--- src/rtl/inpkt_header_parser.sv ---
// Input packet parser: strips and checks the 14-byte header and 4-byte trailer, forwards
// body bytes with flow control. Any error is sticky and stops all further FIFO reads.
module inpkt_header_parser #(
   parameter int unsigned VERSION          = 2,
   parameter int unsigned PKT_TYPE_MAX     = 3,
   parameter int unsigned PKT_MAX_LEN      = 65536,
   parameter bit          DISABLE_CHECKSUM = 1'b0
) (
   input  logic        CLK,
   input  logic        rst,
   input  logic [7:0]  din,
   input  logic        empty,
   output logic        rd_en,
   output logic [7:0]  pkt_type,
   output logic [15:0] pkt_id,
   output logic [23:0] pkt_len,
   output logic [7:0]  out_data,
   output logic        out_valid,
   input  logic        out_rd_en,
   output logic        out_end,
   output logic        pkt_done,
   output logic        err_version,
   output logic        err_type,
   output logic        err_len,
   output logic        err_checksum
);

   typedef enum logic [2:0] {StHdr, StHdrChk, StHcsum, StBody, StBcsum, StErr} state_e;

   state_e      state_q;
   logic [23:0] cnt_q;
   logic [31:0] acc_q;
   logic [31:0] csum_rx_q;
   logic [7:0]  ver_q;

   logic        last_body;
   logic [31:0] lane_add;
   logic [31:0] csum_word;
   logic        csum_ok;
   logic        bad_ver, bad_type, bad_len;

   always_comb begin
      out_valid = (state_q == StBody) && !empty;
      case (state_q)
         StHdr, StHcsum, StBcsum: rd_en = !empty;
         StBody:                  rd_en = out_valid && out_rd_en;
         default:                 rd_en = 1'b0;
      endcase
      last_body = (cnt_q == pkt_len - 24'd1);
      out_end   = out_valid && last_body;
      out_data  = (state_q == StBody) ? din : 8'h00;
      // Adding each byte into its little-endian lane equals summing zero-padded words.
      lane_add  = {24'h000000, din} << {cnt_q[1:0], 3'b000};
      // Trailer bytes arrive LSB first; this is the full word once the 4th byte is on din.
      csum_word = {din, csum_rx_q[31:8]};
      csum_ok   = DISABLE_CHECKSUM || (csum_word == ~acc_q);
      bad_ver   = {24'h000000, ver_q} != VERSION;
      bad_type  = (pkt_type == 8'h00) || ({24'h000000, pkt_type} > PKT_TYPE_MAX);
      bad_len   = (pkt_len == 24'h000000) || ({8'h00, pkt_len} > PKT_MAX_LEN);
   end

   always_ff @(posedge CLK) begin
      if (rst) begin
         state_q      <= StHdr;
         cnt_q        <= '0;
         acc_q        <= '0;
         csum_rx_q    <= '0;
         ver_q        <= '0;
         pkt_type     <= '0;
         pkt_id       <= '0;
         pkt_len      <= '0;
         pkt_done     <= 1'b0;
         err_version  <= 1'b0;
         err_type     <= 1'b0;
         err_len      <= 1'b0;
         err_checksum <= 1'b0;
      end else begin
         pkt_done <= 1'b0;
         case (state_q)
            StHdr: if (rd_en) begin
               acc_q <= acc_q + lane_add;
               case (cnt_q[3:0])
                  4'd0:    ver_q          <= din;
                  4'd1:    pkt_type       <= din;
                  4'd4:    pkt_len[7:0]   <= din;
                  4'd5:    pkt_len[15:8]  <= din;
                  4'd6:    pkt_len[23:16] <= din;
                  4'd8:    pkt_id[7:0]    <= din;
                  4'd9:    pkt_id[15:8]   <= din;
                  default: ;
               endcase
               if (cnt_q == 24'd9) begin
                  cnt_q   <= '0;
                  state_q <= StHdrChk;
               end else begin
                  cnt_q <= cnt_q + 24'd1;
               end
            end
            StHdrChk: begin
               err_version <= bad_ver;
               err_type    <= bad_type;
               err_len     <= bad_len;
               state_q     <= (bad_ver || bad_type || bad_len) ? StErr : StHcsum;
            end
            StHcsum: if (rd_en) begin
               csum_rx_q <= csum_word;
               if (cnt_q == 24'd3) begin
                  cnt_q <= '0;
                  if (csum_ok) begin
                     acc_q   <= '0;
                     state_q <= StBody;
                  end else begin
                     err_checksum <= 1'b1;
                     state_q      <= StErr;
                  end
               end else begin
                  cnt_q <= cnt_q + 24'd1;
               end
            end
            StBody: if (rd_en) begin
               acc_q <= acc_q + lane_add;
               if (last_body) begin
                  cnt_q   <= '0;
                  state_q <= StBcsum;
               end else begin
                  cnt_q <= cnt_q + 24'd1;
               end
            end
            StBcsum: if (rd_en) begin
               csum_rx_q <= csum_word;
               if (cnt_q == 24'd3) begin
                  cnt_q <= '0;
                  acc_q <= '0;
                  if (csum_ok) begin
                     pkt_done <= 1'b1;
                     state_q  <= StHdr;
                  end else begin
                     err_checksum <= 1'b1;
                     state_q      <= StErr;
                  end
               end else begin
                  cnt_q <= cnt_q + 24'd1;
               end
            end
            StErr:   ;
            default: state_q <= StErr;
         endcase
      end
   end

endmodule
--- config.mk ---
export PLATFORM = sky130hd
export DESIGN_NAME = inpkt_header_parser
export DESIGN_NICKNAME = d
export VERILOG_FILES = /design/src/rtl/inpkt_header_parser.sv
export SDC_FILE = /design/constraint.sdc
export NUM_CORES = 1
export LEC_CHECK = 0
export BUFFER_PORTS_ARGS = -buffer_cell sky130_fd_sc_hd__buf_2
export CAP_MARGIN = 10
export CORE_MARGIN = 2
export CORE_UTILIZATION = 65
export DETAILED_ROUTE_END_ITERATION = 8
export PLACE_DENSITY = 0.86
export SLEW_MARGIN = 10
export SYNTH_ARGS = -nofsm -noshare
export SYNTH_HDL_FRONTEND = slang
export SYNTH_SLANG_ARGS = --single-unit
--- constraint.sdc ---
create_clock -name CLK -period 6.2 [get_ports CLK]
set_input_delay 0.31 -clock CLK [delete_from_list [all_inputs] [get_ports CLK]]
set_output_delay 0.31 -clock CLK [all_outputs]
set_load 0.005 [all_outputs]
After elaboration in Yosys (flattened, before gate mapping)
Cells that the tools add are included.

Add/sub/neg operators: 3. Bitwise operators: 6. Reductions and logical operators: 30. Magnitude comparators: 2. Shift-type cells: 1. Mux-type cells: 29. Equality and inequality tests: 27.

Operators by type and width (number): 32-bit two-way mux (6); 24-bit two-way mux (6); 32-bit one-hot mux with 3 select lines (1); 24-bit one-hot mux with 3 select lines (1); 3-bit two-way mux (11); 32-bit adder (1); 32-bit == test (1); 32-bit NOT (1); 8-bit by 5-bit left shift with 32-bit output (1); 24-bit by 1-bit adder with 24-bit output (second input constant) (1); 24-bit by 2-bit == test with 1-bit output (second input constant) (1); 24-bit == test (1); 24-bit by 4-bit == test with 1-bit output (second input constant) (1); 24-bit by 17-bit > comparator with 1-bit output (second input constant) (1); 24-bit zero test (1); 24-bit by 1-bit subtractor with 24-bit output (second input constant) (1); 3-bit AND reduction (7); 2-bit != test (second input constant) (9); 3-bit one-hot mux with 6 select lines (1); 4-bit by 3-bit == test with 1-bit output (second input constant) (3); 9-bit AND reduction (1); 4-bit == test (second input constant) (2); 8-bit by 2-bit > comparator with 1-bit output (second input constant) (1); 8-bit zero test (1); 22 further kinds (37).

Logic and storage cells: 114. Bits of input ports: 12. Register bits after elaboration: 152. Output and inout port bits: 64.

Depth between registers and ports, before layout
Depth in word-level cells: 6. Depth in mapped cells: 14. Gate-level depth less buffers: 13.

Worst setup path after synthesis
OpenSTA, ideal clock, no wires.

Path kind: register to register. Start point: register cnt_q[1]. End point: register acc_q[27]. Arrival: 3.470 ns. Required time: 6.130 ns. Library setup time: 0.070 ns. Path slack: 2.659 ns. Period minus slack after synthesis: 3.541 ns. Stages on the path, launching flop included: 14. Path buffers: 1. Cell sequence: dfxtp_1 -> clkbuf_1 -> nor2_1 -> and2_1 -> ha_1 -> a21o_1 -> a221o_1 -> a311oi_1 -> o21ai_0 -> a2111oi_0 -> o31ai_1 -> xnor2_1 -> or3_1 -> a21oi_1.

Word-level cells in the longest chain between the ends: 4. Elaborated cells on any way between the ends: 8. Classes of those cells: add/sub (1); eq/ne (3); shift (1); mux (2); reduce/logical (1).

Ends and longest elaborated chain: start, declared (RTL line 31) `logic [23:0] cnt_q;`; start signal, assigned (RTL line 96) `cnt_q <= cnt_q + 24'd1;`; start signal, assigned (RTL line 117) `cnt_q <= cnt_q + 24'd1;`; start signal, assigned (RTL line 126) `cnt_q <= cnt_q + 24'd1;`; 8-bit by 5-bit left shift with 32-bit output (RTL line 53) `lane_add = {24'h000000, din} << {cnt_q[1:0], 3'b000};`; 32-bit adder (RTL line 81, 121); 32-bit two-way mux (RTL line 80, 120); 32-bit one-hot mux with 3 select lines (RTL line 79) `case (state_q)`; end signal, assigned (RTL line 81) `acc_q <= acc_q + lane_add;`; end signal, assigned (RTL line 121) `acc_q <= acc_q + lane_add;`; end, declared (RTL line 32) `logic [31:0] acc_q;`.

Parallel ways exist; a longest one is shown, timed or not. The select of a mux whose other input is x is not followed. A chain may end at the register's enable or synchronous reset.

Final worst setup path
Start point: register cnt_q[1]. End point: register acc_q[21].

Same word-level chain as after synthesis.

==> flow_summary.toml <==
[pwr]
leakage_nw = 4.75
switchingPower_w = 0.000754
power.density_mw_per_mm2 = 238
pwr-share-clk_pct = 44.6
p_int_w = 0.00166
swShare_pct = 31.2
combPwrFrac_pct = 14.2
pwr-share-seq_pct = 41.2
ir_drop_v = 0.000206

[clock_tree]
clk_latency_ns = 0.44
ctsHoldBuffers = 0
cts_root_buf = "clkbuf_16"
clk_pin_slew_ns = 0.07
post_cts_resize_count = 0
clkSinkCount = 144
cts_buffers = 17
cts_buffer_depth = 2
tritoncts = "done"
htreeDepth = 4
cts_setup_buffers = 0

[sta]
rsz0062_at_grt = "false"
maxSlewViolCount = 0
tightestPinTransition_ns = 1.13
slew_headroom_pct = 24.3
hold_viol_final = 0
tns_ns = 0
clock_skew_ns = 0.0100
min_period_ns = 4.44
setup_viol = 0
timing.hold.ws_ns = 0.279
max_freq_ghz = 0.225
period_share_pct = 71.6

[global_routing]
met3_usage_pct = 7.48
grt_pass1_wl_um = 42300
grt_usage_pct = 35.5
grt_pass1_vias = 8194
grt-busiest-layer = "met2"
use_met1_pct = 49.7
grt_max_degree = 107
antenna_found_initial = 0
grt_util_met2_pct = 53.3
gr-total-overflow = 0

[floorplan]
core-area_mm2 = 0.0138
die_area_mm2 = 0.0151
placementRows = 43
die_y_um = 123
die_x_um = 123
boundaryPins = 76
start_util_pct = 66.4

[critical_path]
critPathLaunchType = "flop"
crit_type = "reg2reg"
crit_fanout = 25
worstPathRequired_ns = 6.58
r2r-end = "acc_q[21]$_SDFFE_PP0P_"
end_kind = "flop"
arrival_ns = 4.82
rr_worst_depth = 12
timing.rr.start = "cnt_q[1]$_SDFFE_PP0P_"
r2r_slack_ns = 1.76

[logic_synthesis]
synth-warning-count = 0
synthCells = 1159
synth_area_mm2 = 0.00918
synth_seq_area_share_pct = 31.4
ys.flop_type = "dfxtp_1"
synth.distinct_cells = 66
synth_seq_cells = 144
postSynth.asyncResetShare_pct = 0
syn-num-nets = 1208
syn_avg_cell_area_um2 = 7.92
synth-edff-count = 0

[route]
drcViolationCount = 0
wl_per_cell_um = 19.3
ant_nets = 0
first_pass_iters = 6
postRouteWirelength_um = 26500
num_vias = 9027
via_per_inst = 6.59
drt_iter0_drc = 1141

[run]
max_cap_violations = 0

[layout]
syn_to_final_growth_pct = 10.3
final_cell_area_mm2 = 0.0101
final_core_util_pct = 73.3
drive_above_1_share_pct = 10.4
nNetsFinal = 1226
antenna_cells = 0

[place]
placed_cell_area_mm2 = 0.00952
io_buffers = 75
dp_hpwl_um = 17700
gp_congestion = 0.943

[min_path]
worst_hold_path.num_cells = 2
holdCritStartpoint = "rst"
holdPathEnd = "acc_q[0]$_SDFFE_PP0P_"
hold_class = "in2reg"

[run_status]
status = "complete, no violations"
## metal layers
metal	vias up	routed length, um
met5	-	0
li1	4218	-
met1	4239	11200
met4	0	750
met3	75	2660
met2	495	11900
## synth_stat cells, drive strengths merged (4+ instances only)
master | count | share of area, %
a31oi | 9 | 0.61
a22oi | 9 | 0.74
or4 | 8 | 0.65
nand2 | 113 | 4.6
nor2 | 108 | 4.4
nor3 | 24 | 1.3
a22o | 9 | 0.86
and3 | 45 | 3.1
nand3 | 47 | 2.6
o211ai | 5 | 0.41
o41ai | 5 | 0.48
nand4 | 19 | 1.3
nor2b | 16 | 1.1
clkbuf | 78 | 3.2
nand3b | 8 | 0.65
a211oi | 11 | 0.90
or3 | 19 | 1.3
nor4b | 5 | 0.55
xor2 | 52 | 5.0
o21a | 5 | 0.41
mux2i | 64 | 7.0
and2 | 13 | 0.89
o31ai | 9 | 0.74
nand2b | 7 | 0.48
ha | 36 | 4.9
a21o | 28 | 2.3
nor4 | 25 | 1.8
o21ai | 39 | 2.1
o2111ai | 5 | 0.48
o21bai | 6 | 0.49
buf | 4 | 0.31
a21oi | 88 | 4.8
inv | 20 | 0.82
xnor2 | 34 | 3.2
dfxtp | 144 | 31
## per-stage QoR
step	instances	total power, W	setup WS (ns)
after detailed placement	1338	0.00134	1.97
after floorplan	1159	0.00125	2.66
after global placement	1338	0.00133	1.99
after CTS	1370	0.00240	1.88
after global routing	1370	0.00249	1.50
final	1370	0.00241	1.76
## flip-flops by register name, indices dropped and copies added, names as in the netlist
register,cells
acc_q,32
cnt_q,24
csum_rx_q,24
err_checksum,1
err_len,1
err_type,1
err_version,1
pkt_done,1
pkt_id,16
pkt_len,24
pkt_type,8
state_q,3
ver_q,8
## critical path: stages (launching register included)
cell and delay [ns]:
dfxtp_1 0.85, nor2_1 0.27, and2_1 0.25, ha_1 0.37, and3_1 0.18, a221o_1 0.20, a311oi_1 0.18, o21ai_0 0.65
a211oi_1 0.16, o21ai_0 0.30, a41oi_1 0.21, or4b_2 0.66, nand3_1 0.09
## worst max path at each step
stage                          startpoint                     end  slack, ns  cells after the start
finish              cnt_q[1]$_SDFFE_PP0P_  acc_q[21]$_SDFFE_PP0P_       1.76                     12
global route        cnt_q[1]$_SDFFE_PP0P_  acc_q[27]$_SDFFE_PP0P_       1.50                     12
CTS                 cnt_q[1]$_SDFFE_PP0P_  acc_q[27]$_SDFFE_PP0P_       1.88                     12
detailed placement  cnt_q[1]$_SDFFE_PP0P_  acc_q[27]$_SDFFE_PP0P_       1.97                     12
global placement    cnt_q[1]$_SDFFE_PP0P_  acc_q[27]$_SDFFE_PP0P_       1.99                     12
floorplan           cnt_q[1]$_SDFFE_PP0P_  acc_q[27]$_SDFFE_PP0P_       2.66                     13
## layout by cell type, fill, tap and decap left out, drive strengths merged, types with 9 or more instances in the layout
master,instances
a31oi,9
a21oi,88
xor2,52
ha,36
nor4,25
nor2b,16
nand2,113
a21o,28
nand3,47
o21ai,39
a22o,9
buf,81
a22oi,9
clkbuf,17
a211oi,11
o31ai,9
nor2,108
inv,30
and2,13
or3,19
mux2i,64
xnor2,34
dfxtp,144
nor3,24
and3,45
nand4,19
## power by group through the flow
stage / logic [W] / clock network [W] / registers, W
floorplan: 0.000257 / 0 / 0.000994
global placement: 0.000322 / 0 / 0.00101
detailed placement: 0.000328 / 0 / 0.00101
CTS: 0.000334 / 0.00108 / 0.000993
global route: 0.000373 / 0.00112 / 0.000997
finish: 0.000343 / 0.00108 / 0.000994
## cell type report
type,instances,area (um^2)
timing repair buffer,81,423
sequential,144,2880
tap,180,225
inverter,21,78.8
fill,1024,3700
clock buffer,17,425
multi-input combinational,912,5910
clock inverter,15,189
## kinds of logic (layout without fill, tap and decap cells)
group,Yosys count,count (layout),synth area share [%]
fa+ha+maj,38,38,5.23
compound gates,258,258,18.4
simple gates,466,466,25.4
xor+xnor,86,86,8.21
mux,64,64,6.98
flops,144,144,31.4
buf+inv,103,134,4.36
(Power assumes the default switching activity.)
